`config.mk`:
```
export PLATFORM = sky130hd
export DESIGN_NAME = mmap_burst_coalescer
export DESIGN_NICKNAME = d
export VERILOG_FILES = /design/src/rtl/mmap_burst_coalescer.sv
export SDC_FILE = /design/constraint.sdc
export NUM_CORES = 1
export LEC_CHECK = 0
export CORE_MARGIN = 4
export CORE_UTILIZATION = 25
export CTS_CLUSTER_DIAMETER = 80
export DETAILED_ROUTE_END_ITERATION = 8
export GPL_TIMING_DRIVEN = 0
export RECOVER_POWER = 100
export SYNTH_ARGS = -nofsm -noshare
export SYNTH_HDL_FRONTEND = slang
export SYNTH_SLANG_ARGS = --single-unit
```
`constraint.sdc`:
```
create_clock -name clk -period 4.6 [get_ports clk]
set_input_delay 0.46 -clock clk [delete_from_list [all_inputs] [get_ports clk]]
set_output_delay 0.46 -clock clk [all_outputs]
set_load 0.01 [all_outputs]
```
`src/rtl/mmap_burst_coalescer.sv`:
```
// mmap_burst_coalescer
//   Pops beat-aligned byte addresses from an input FIFO and merges contiguous
//   ones into AXI INCR bursts. Each closed burst is pushed as {len, start addr}
//   to the address queue and, when EnableLenOut is set, its len is also pushed
//   to the W-last and B-response queues in the same cycle.
//   A burst never crosses a 2^BoundaryLog-byte boundary. The longest len is
//   clamped at runtime. An idle-wait timeout or flush closes an open burst.
// Ports
//   clk, rst                    clock, asynchronous active-high reset
//   max_wait_time               idle cycles tolerated before closing a burst
//   max_burst_len               largest len (beats-1) emitted
//   flush                       close the open burst now
//   addr_dout/addr_empty_n/addr_read          input address FIFO
//   addr_din/addr_full_n/addr_write           {len, addr} output queue
//   burst_len_0_din/_full_n/_write            len to the W-last generator
//   burst_len_1_din/_full_n/_write            len to the write-response tracker
//   busy                        burst open or waiting to be emitted
module mmap_burst_coalescer #(
  parameter int AddrWidth         = 64,
  parameter int DataWidthBytesLog = 6,
  parameter int BurstLenWidth     = 8,
  parameter int WaitTimeWidth     = 4,
  parameter int BoundaryLog       = 12,
  parameter int EnableLenOut      = 1
) (
  input  logic                               clk,
  input  logic                               rst,
  input  logic [WaitTimeWidth-1:0]           max_wait_time,
  input  logic [BurstLenWidth-1:0]           max_burst_len,
  input  logic                               flush,
  input  logic [AddrWidth-1:0]               addr_dout,
  input  logic                               addr_empty_n,
  output logic                               addr_read,
  output logic [BurstLenWidth+AddrWidth-1:0] addr_din,
  input  logic                               addr_full_n,
  output logic                               addr_write,
  output logic [BurstLenWidth-1:0]           burst_len_0_din,
  input  logic                               burst_len_0_full_n,
  output logic                               burst_len_0_write,
  output logic [BurstLenWidth-1:0]           burst_len_1_din,
  input  logic                               burst_len_1_full_n,
  output logic                               burst_len_1_write,
  output logic                               busy
);

  typedef enum logic [1:0] {
    IDLE  = 2'd0,
    ACCUM = 2'd1,
    EMIT  = 2'd2
  } state_t;

  localparam logic [AddrWidth-1:0]     ADDR_ONE = {{(AddrWidth-1){1'b0}}, 1'b1};
  localparam logic [BurstLenWidth-1:0] LEN_ONE  = {{(BurstLenWidth-1){1'b0}}, 1'b1};
  localparam logic [WaitTimeWidth-1:0] WAIT_ONE = {{(WaitTimeWidth-1){1'b0}}, 1'b1};

  state_t                   state_r, state_s;
  logic [AddrWidth-1:0]     start_addr_r, start_addr_s;
  logic [BurstLenWidth-1:0] len_r, len_s;
  logic [WaitTimeWidth-1:0] wait_cnt_r, wait_cnt_s;
  logic [AddrWidth-1:0]     beats_s;
  logic [AddrWidth-1:0]     next_addr_s;
  logic                     ready_out_s;
  logic                     extend_s;
  logic                     pop_s;
  logic                     push_s;

  // Address one beat past the open burst; wraps modulo 2^AddrWidth, so a
  // wrap at all-ones lands on a boundary and stops the burst like any other.
  assign beats_s     = {{(AddrWidth-BurstLenWidth){1'b0}}, len_r} + ADDR_ONE;
  assign next_addr_s = start_addr_r + (beats_s << DataWidthBytesLog);

  // The three queues are pushed together or not at all.
  assign ready_out_s = (EnableLenOut != 0)
                     ? (addr_full_n & burst_len_0_full_n & burst_len_1_full_n)
                     : addr_full_n;

  assign extend_s = (addr_dout == next_addr_s)
                  & (len_r < max_burst_len)
                  & (next_addr_s[BoundaryLog-1:0] != {BoundaryLog{1'b0}})
                  & ~flush;

  // Next-state, pop/push decisions and next register values.
  always_comb begin
    state_s      = state_r;
    start_addr_s = start_addr_r;
    len_s        = len_r;
    wait_cnt_s   = wait_cnt_r;
    pop_s        = 1'b0;
    push_s       = 1'b0;
    case (state_r)
      IDLE: begin
        if (addr_empty_n) begin
          pop_s        = 1'b1;
          start_addr_s = addr_dout;
          len_s        = {BurstLenWidth{1'b0}};
          wait_cnt_s   = {WaitTimeWidth{1'b0}};
          state_s      = ACCUM;
        end else begin
          state_s = IDLE;
        end
      end
      ACCUM: begin
        if (flush) begin
          state_s = EMIT;
        end else if (addr_empty_n) begin
          if (extend_s) begin
            pop_s      = 1'b1;
            len_s      = len_r + LEN_ONE;
            wait_cnt_s = {WaitTimeWidth{1'b0}};
          end else begin
            // Non-contiguous input stays in the FIFO; it is popped in the push cycle.
            state_s = EMIT;
          end
        end else if (wait_cnt_r == max_wait_time) begin
          state_s = EMIT;
        end else begin
          wait_cnt_s = wait_cnt_r + WAIT_ONE;
        end
      end
      EMIT: begin
        if (ready_out_s) begin
          push_s = 1'b1;
          if (addr_empty_n) begin
            // Start the next burst in the same cycle to keep the stream gapless.
            pop_s        = 1'b1;
            start_addr_s = addr_dout;
            len_s        = {BurstLenWidth{1'b0}};
            wait_cnt_s   = {WaitTimeWidth{1'b0}};
            state_s      = ACCUM;
          end else begin
            state_s = IDLE;
          end
        end else begin
          state_s = EMIT;
        end
      end
      default: begin
        state_s = IDLE;
      end
    endcase
  end

  // State and burst registers; reset discards any open burst.
  always_ff @(posedge clk or posedge rst) begin
    if (rst) begin
      state_r      <= IDLE;
      start_addr_r <= {AddrWidth{1'b0}};
      len_r        <= {BurstLenWidth{1'b0}};
      wait_cnt_r   <= {WaitTimeWidth{1'b0}};
    end else begin
      state_r      <= state_s;
      start_addr_r <= start_addr_s;
      len_r        <= len_s;
      wait_cnt_r   <= wait_cnt_s;
    end
  end

  // Data fields come straight from registers, so they hold steady during a stall.
  assign addr_din          = {len_r, start_addr_r};
  assign burst_len_0_din   = len_r;
  assign burst_len_1_din   = len_r;
  assign addr_write        = push_s;
  assign burst_len_0_write = (EnableLenOut != 0) ? push_s : 1'b0;
  assign burst_len_1_write = (EnableLenOut != 0) ? push_s : 1'b0;
  // IDLE would otherwise pop while reset is held with data present.
  assign addr_read         = pop_s & ~rst;
  assign busy              = (state_r != IDLE);

endmodule

```
==> results by group <==
Status
  • Run status: finished with violations
  • Violated checks: max-capacitance violations, max-slew violations, negative setup slack

STA
  • Final worst clock skew: around 15 ps
  • Slew at the pin closest to its max-slew limit: 1980 ps
  • Final worst-path cycle share: 1.02
  • Fin. Hold Viols: 0
  • Slew headroom: -0.317
  • Final slew viol count: 81
  • Final setup violation count: 1
  • Min Tclk post-route: around 4700 ps
  • Post-layout worst setup margin: -83.5 ps
  • Fmax: around 210 MHz
  • Unrepaired setup endpoints after global routing: true

Synth
  • Mean area per synthesized cell: roughly 8 sq um
  • Number of enable flip-flop cells after synthesis: 0
  • Mapped cell area: 6320 sq um
  • Largest family of logic cells by synthesized area: simple AND/OR/NAND/NOR gates
  • Synthesized-area fraction occupied by xor and xnor cells: 0.126
  • Synth Area in Compound Gates: 0.129
  • Synthesized instance count: around 800
  • Post-synthesis share of cell area spent on full adders, half adders and majority gates: 0.0428
  • FFs w/ async S/R, synth: 1.00
  • Dominant register cell in the synthesized netlist: sky130_fd_sc_hd__dfrtp_1
  • Simple-gate portion of the synthesized area: 0.305
  • Share of the yosys chip area belonging to registers: 0.309
  • Yosys warning count: 0
  • Post-synthesis net count: about 910
  • Netlist cell types: 70
  • Portion of netlist area occupied by mux cells: 0.0313
  • Flops & latches, synth: 78

Place
  • Dpl hpwl: approximately 18000 microns
  • Placer congestion estimate: just over 0.9
  • Worst slack at placement: -1770 ps
  • Input/output buffers: between 150 and 200
  • Dpl cell area: around 8500 sq um

Global route
  • Met3 Resource Use GR: 0.0327
  • Leftover overflow at the end of global routing: 0
  • Largest net degree at the start of global routing: 42
  • Vias in the first global route: roughly 6300
  • Grt met2 use: 0.259
  • Initial antenna violation count: 0
  • Met1 demand-to-capacity share in global routing: 0.232
  • Combined global-route utilization of all metal layers: 0.165
  • Most Crowded Layer GR: met2
  • First-pass GRT wire length: roughly 37000 microns

Floorplan
  • Initial core utilization: 0.257
  • Boundary Pins: ~180
  • Core area: ~25000 sq um
  • Width of the die: approximately 170 microns
  • Die Y: between 150 and 200 microns
  • Standard-cell rows: 57
  • Die outline area: roughly 28000 sq um

Finish
  • Layout Area Growth over Synthesis: 49.3%
  • Final Net Count: approximately 1100
  • Diodes inserted: 0
  • Fill cell total of the finished layout: between 2000 and 3000
  • Post-route design area: between 9000 and 10000 sq um
  • Fraction of final layout cells sized beyond drive strength 1: 0.139

Setup path
  • Required time at the endpoint of the critical path: 4140 ps
  • Critical Path Most Common Cell: sky130_fd_sc_hd__buf_6
  • Cell with the largest stage delay on the worst path: sky130_fd_sc_hd__dfrtp_2
  • Peak per-stage delay on the critical path: 440 ps
  • Series of cell instances along the critical path: nand2_2 > nor2_4 > and3_4 > xnor2_4 > ha_4 > nand4_1 > buf_6 > a211oi_4 > buf_6 > o2111ai_4 > or3_1 > a21oi_1 > o211ai_1 > nor4_2 > and4_4 > a21oi_2 > a2111oi_4 > buf_2
  • Worst Setup Start Kind: flop
  • WS Path Type: reg2out
  • Worst reg2reg path startpoint: burst_len_0_din[1]$_DFFE_PP0P_
  • Maximum fanout count along the critical path: 4
  • Kind of capture point of the worst setup path: primary output
  • Worst setup path start: burst_len_0_din[1]$_DFFE_PP0P_
  • CP Data Arrival Time: 4220 ps

Clock network
  • CTS tree: built
  • Max Buffers Root-to-Sink: 2
  • Insertion delay of the later-clocked pin in the worst-skew pair: between 300 and 400 ps
  • Clock root buffer: sky130_fd_sc_hd__clkbuf_16
  • H-tree lvl count: 3
  • Clock Sinks: 78
  • Clock buffers created by TritonCTS: 9
  • Clock Pin Slew Worst Setup and Hold Paths: approximately 70 ps

Routing
  • Initial DRC count: about 480
  • Average wire per cell in the routed design: 17.6 microns
  • Drt pass-1 iters: 5
  • Routed Antenna Nets: 0
  • Post-detailed-routing wire length: 23500 microns
  • Vias per inst: slightly below 5
  • DRC violations left: 0
  • Routed vias: about 6600

Pwr
  • Worst VDD drop: ~220 uV
  • Cell Pwr Density: ~510 nW/um^2
  • Leak pwr: 3.97 nW
  • Post-layout total power: approximately 0.0048 W

Worst hold path
  • HP Start: start_addr_r[63]$_DFFE_PP0P_
  • Worst hold path type: reg2reg

Flow run
  • Number of max-capacitance violations reported: 2
-- per-stage QoR --
stage	TNS [ps]	hold slack (ps)	instances	utilization
6_report	-83.5	520	1338	0.383
5_1_grt	-438	568	1338	0.383
4_1_cts	-102	528	1337	0.382
3_5_place_dp	-12650	508	1304	0.346
3_3_place_gp	-13340	494	1303	0.344
2_1_floorplan	0	507	804	-
-- critical path: cells and delay by family (launching register included) --
family          cells  cell delay (ps)
fa+ha+maj           1              290
flops               1              440
xor+xnor            1               90
simple gates        7             1550
buf+inv             3              520
compound gates      6              960
-- final timing paths --
check                      slack [ps]                        endpoint  cells after the start
min in group asynchronous        1070       wait_cnt_r[3]$_DFFE_PP0P_                      2
setup / recovery                  -80                       addr_read                     18
max in group asynchronous         660  burst_len_0_din[1]$_DFFE_PP0P_                      3
setup reg to reg                  320  burst_len_0_din[4]$_DFFE_PP0P_                     19
hold / removal                    520    start_addr_r[63]$_DFFE_PP0P_                      2
hold reg to reg                   520    start_addr_r[63]$_DFFE_PP0P_                      2
-- where the power goes --
part,leakage (nW),internal [W],switching [W],total (W)
registers,0.974,0.000970,0.000465,0.00144
logic,2.81,0.00110,0.00134,0.00243
clock network,0.183,0.000641,0.000309,0.000949
total,3.97,0.00271,0.00211,0.00482
-- logic make-up after synthesis --
kind of cell / after synthesis
fa+ha+maj: 21
mux: 17
compound gates: 119
flops: 78
buf+inv: 71
simple gates: 407
xor+xnor: 91
-- sequential cells by signal, summed over array words and instances (netlist names) --
signal,cells
start_addr_r,64
wait_cnt_r,4
state_r,2
burst_len_0_din,8
-- what timing repair did --
action	4_1_cts	5_1_grt
hold buffers	0	0
setup endpoints to repair	15	6
gates resized for setup	81	6
pin swaps	34	5
gates cloned	0	0
setup buffers	20	1
-- final cells by class --
| class | instances | area, sq um | area share |
|---|---|---|---|
| multi-input cells | 655 | 4400 | 0.466 |
| repair buffers | 197 | 1920 | 0.204 |
| flip-flops and latches | 78 | 1960 | 0.208 |
| inverters | 23 | 87.6 | 0.00929 |
| well taps | 324 | 405 | 0.0430 |
| clock inverters | 6 | 158 | 0.0167 |
| plain buffers | 45 | 273 | 0.0289 |
| clock buffers | 10 | 229 | 0.0243 |
-- per-layer routing --
| metal | vias to the layer above | share of wire |
|---|---|---|
| li1 | 3195 | - |
| met5 | - | 0 |
| met1 | 3092 | 0.47 |
| met2 | 244 | 0.45 |
| met3 | 27 | 0.060 |
| met4 | 0 | 0.020 |
-- cells in the final DEF, fill, tap and decap left out, drive strengths merged, types with 24 or more instances in the layout --
cell           instances
nand2                225
clkdlybuf4s50        113
dfrtp                 78
dlygate4sd3           61
xnor2                 52
buf                   45
xor2                  39
nor2                  37
nand3                 33
nand4                 32
clkbuf                32
o21ai                 31
a21oi                 24
-- cell usage after synthesis, drive strengths merged (2+ instances only) --
master | instances | area share
xor2 | 39 | 0.054
nand2b | 7 | 0.0069
nor2b | 4 | 0.0040
o21ai | 31 | 0.025
nor3 | 10 | 0.0079
o211ai | 8 | 0.0095
a211o | 2 | 0.0028
mux2 | 10 | 0.020
o41ai | 4 | 0.0055
o22ai | 3 | 0.0030
a21oi | 24 | 0.019
or2 | 3 | 0.0030
o2111ai | 5 | 0.0069
nor4 | 15 | 0.019
o21bai | 2 | 0.0030
inv | 22 | 0.013
ha | 20 | 0.040
mux2i | 7 | 0.011
nor2 | 37 | 0.022
dfrtp | 78 | 0.31
a22oi | 2 | 0.0024
and4 | 5 | 0.0071
clkbuf | 24 | 0.014
nand2 | 225 | 0.13
nor4b | 2 | 0.0028
a21o | 8 | 0.0095
o31a | 2 | 0.0028
a2111oi | 4 | 0.0095
nand4 | 32 | 0.034
or3 | 9 | 0.0091
and3 | 7 | 0.0077
and2 | 9 | 0.0089
o31ai | 2 | 0.0024
buf | 24 | 0.029
or4 | 5 | 0.0059
nand3 | 33 | 0.026
a211oi | 11 | 0.013
nand3b | 2 | 0.0024
xnor2 | 52 | 0.072
Note: power is estimated with default switching activity, not from simulation.
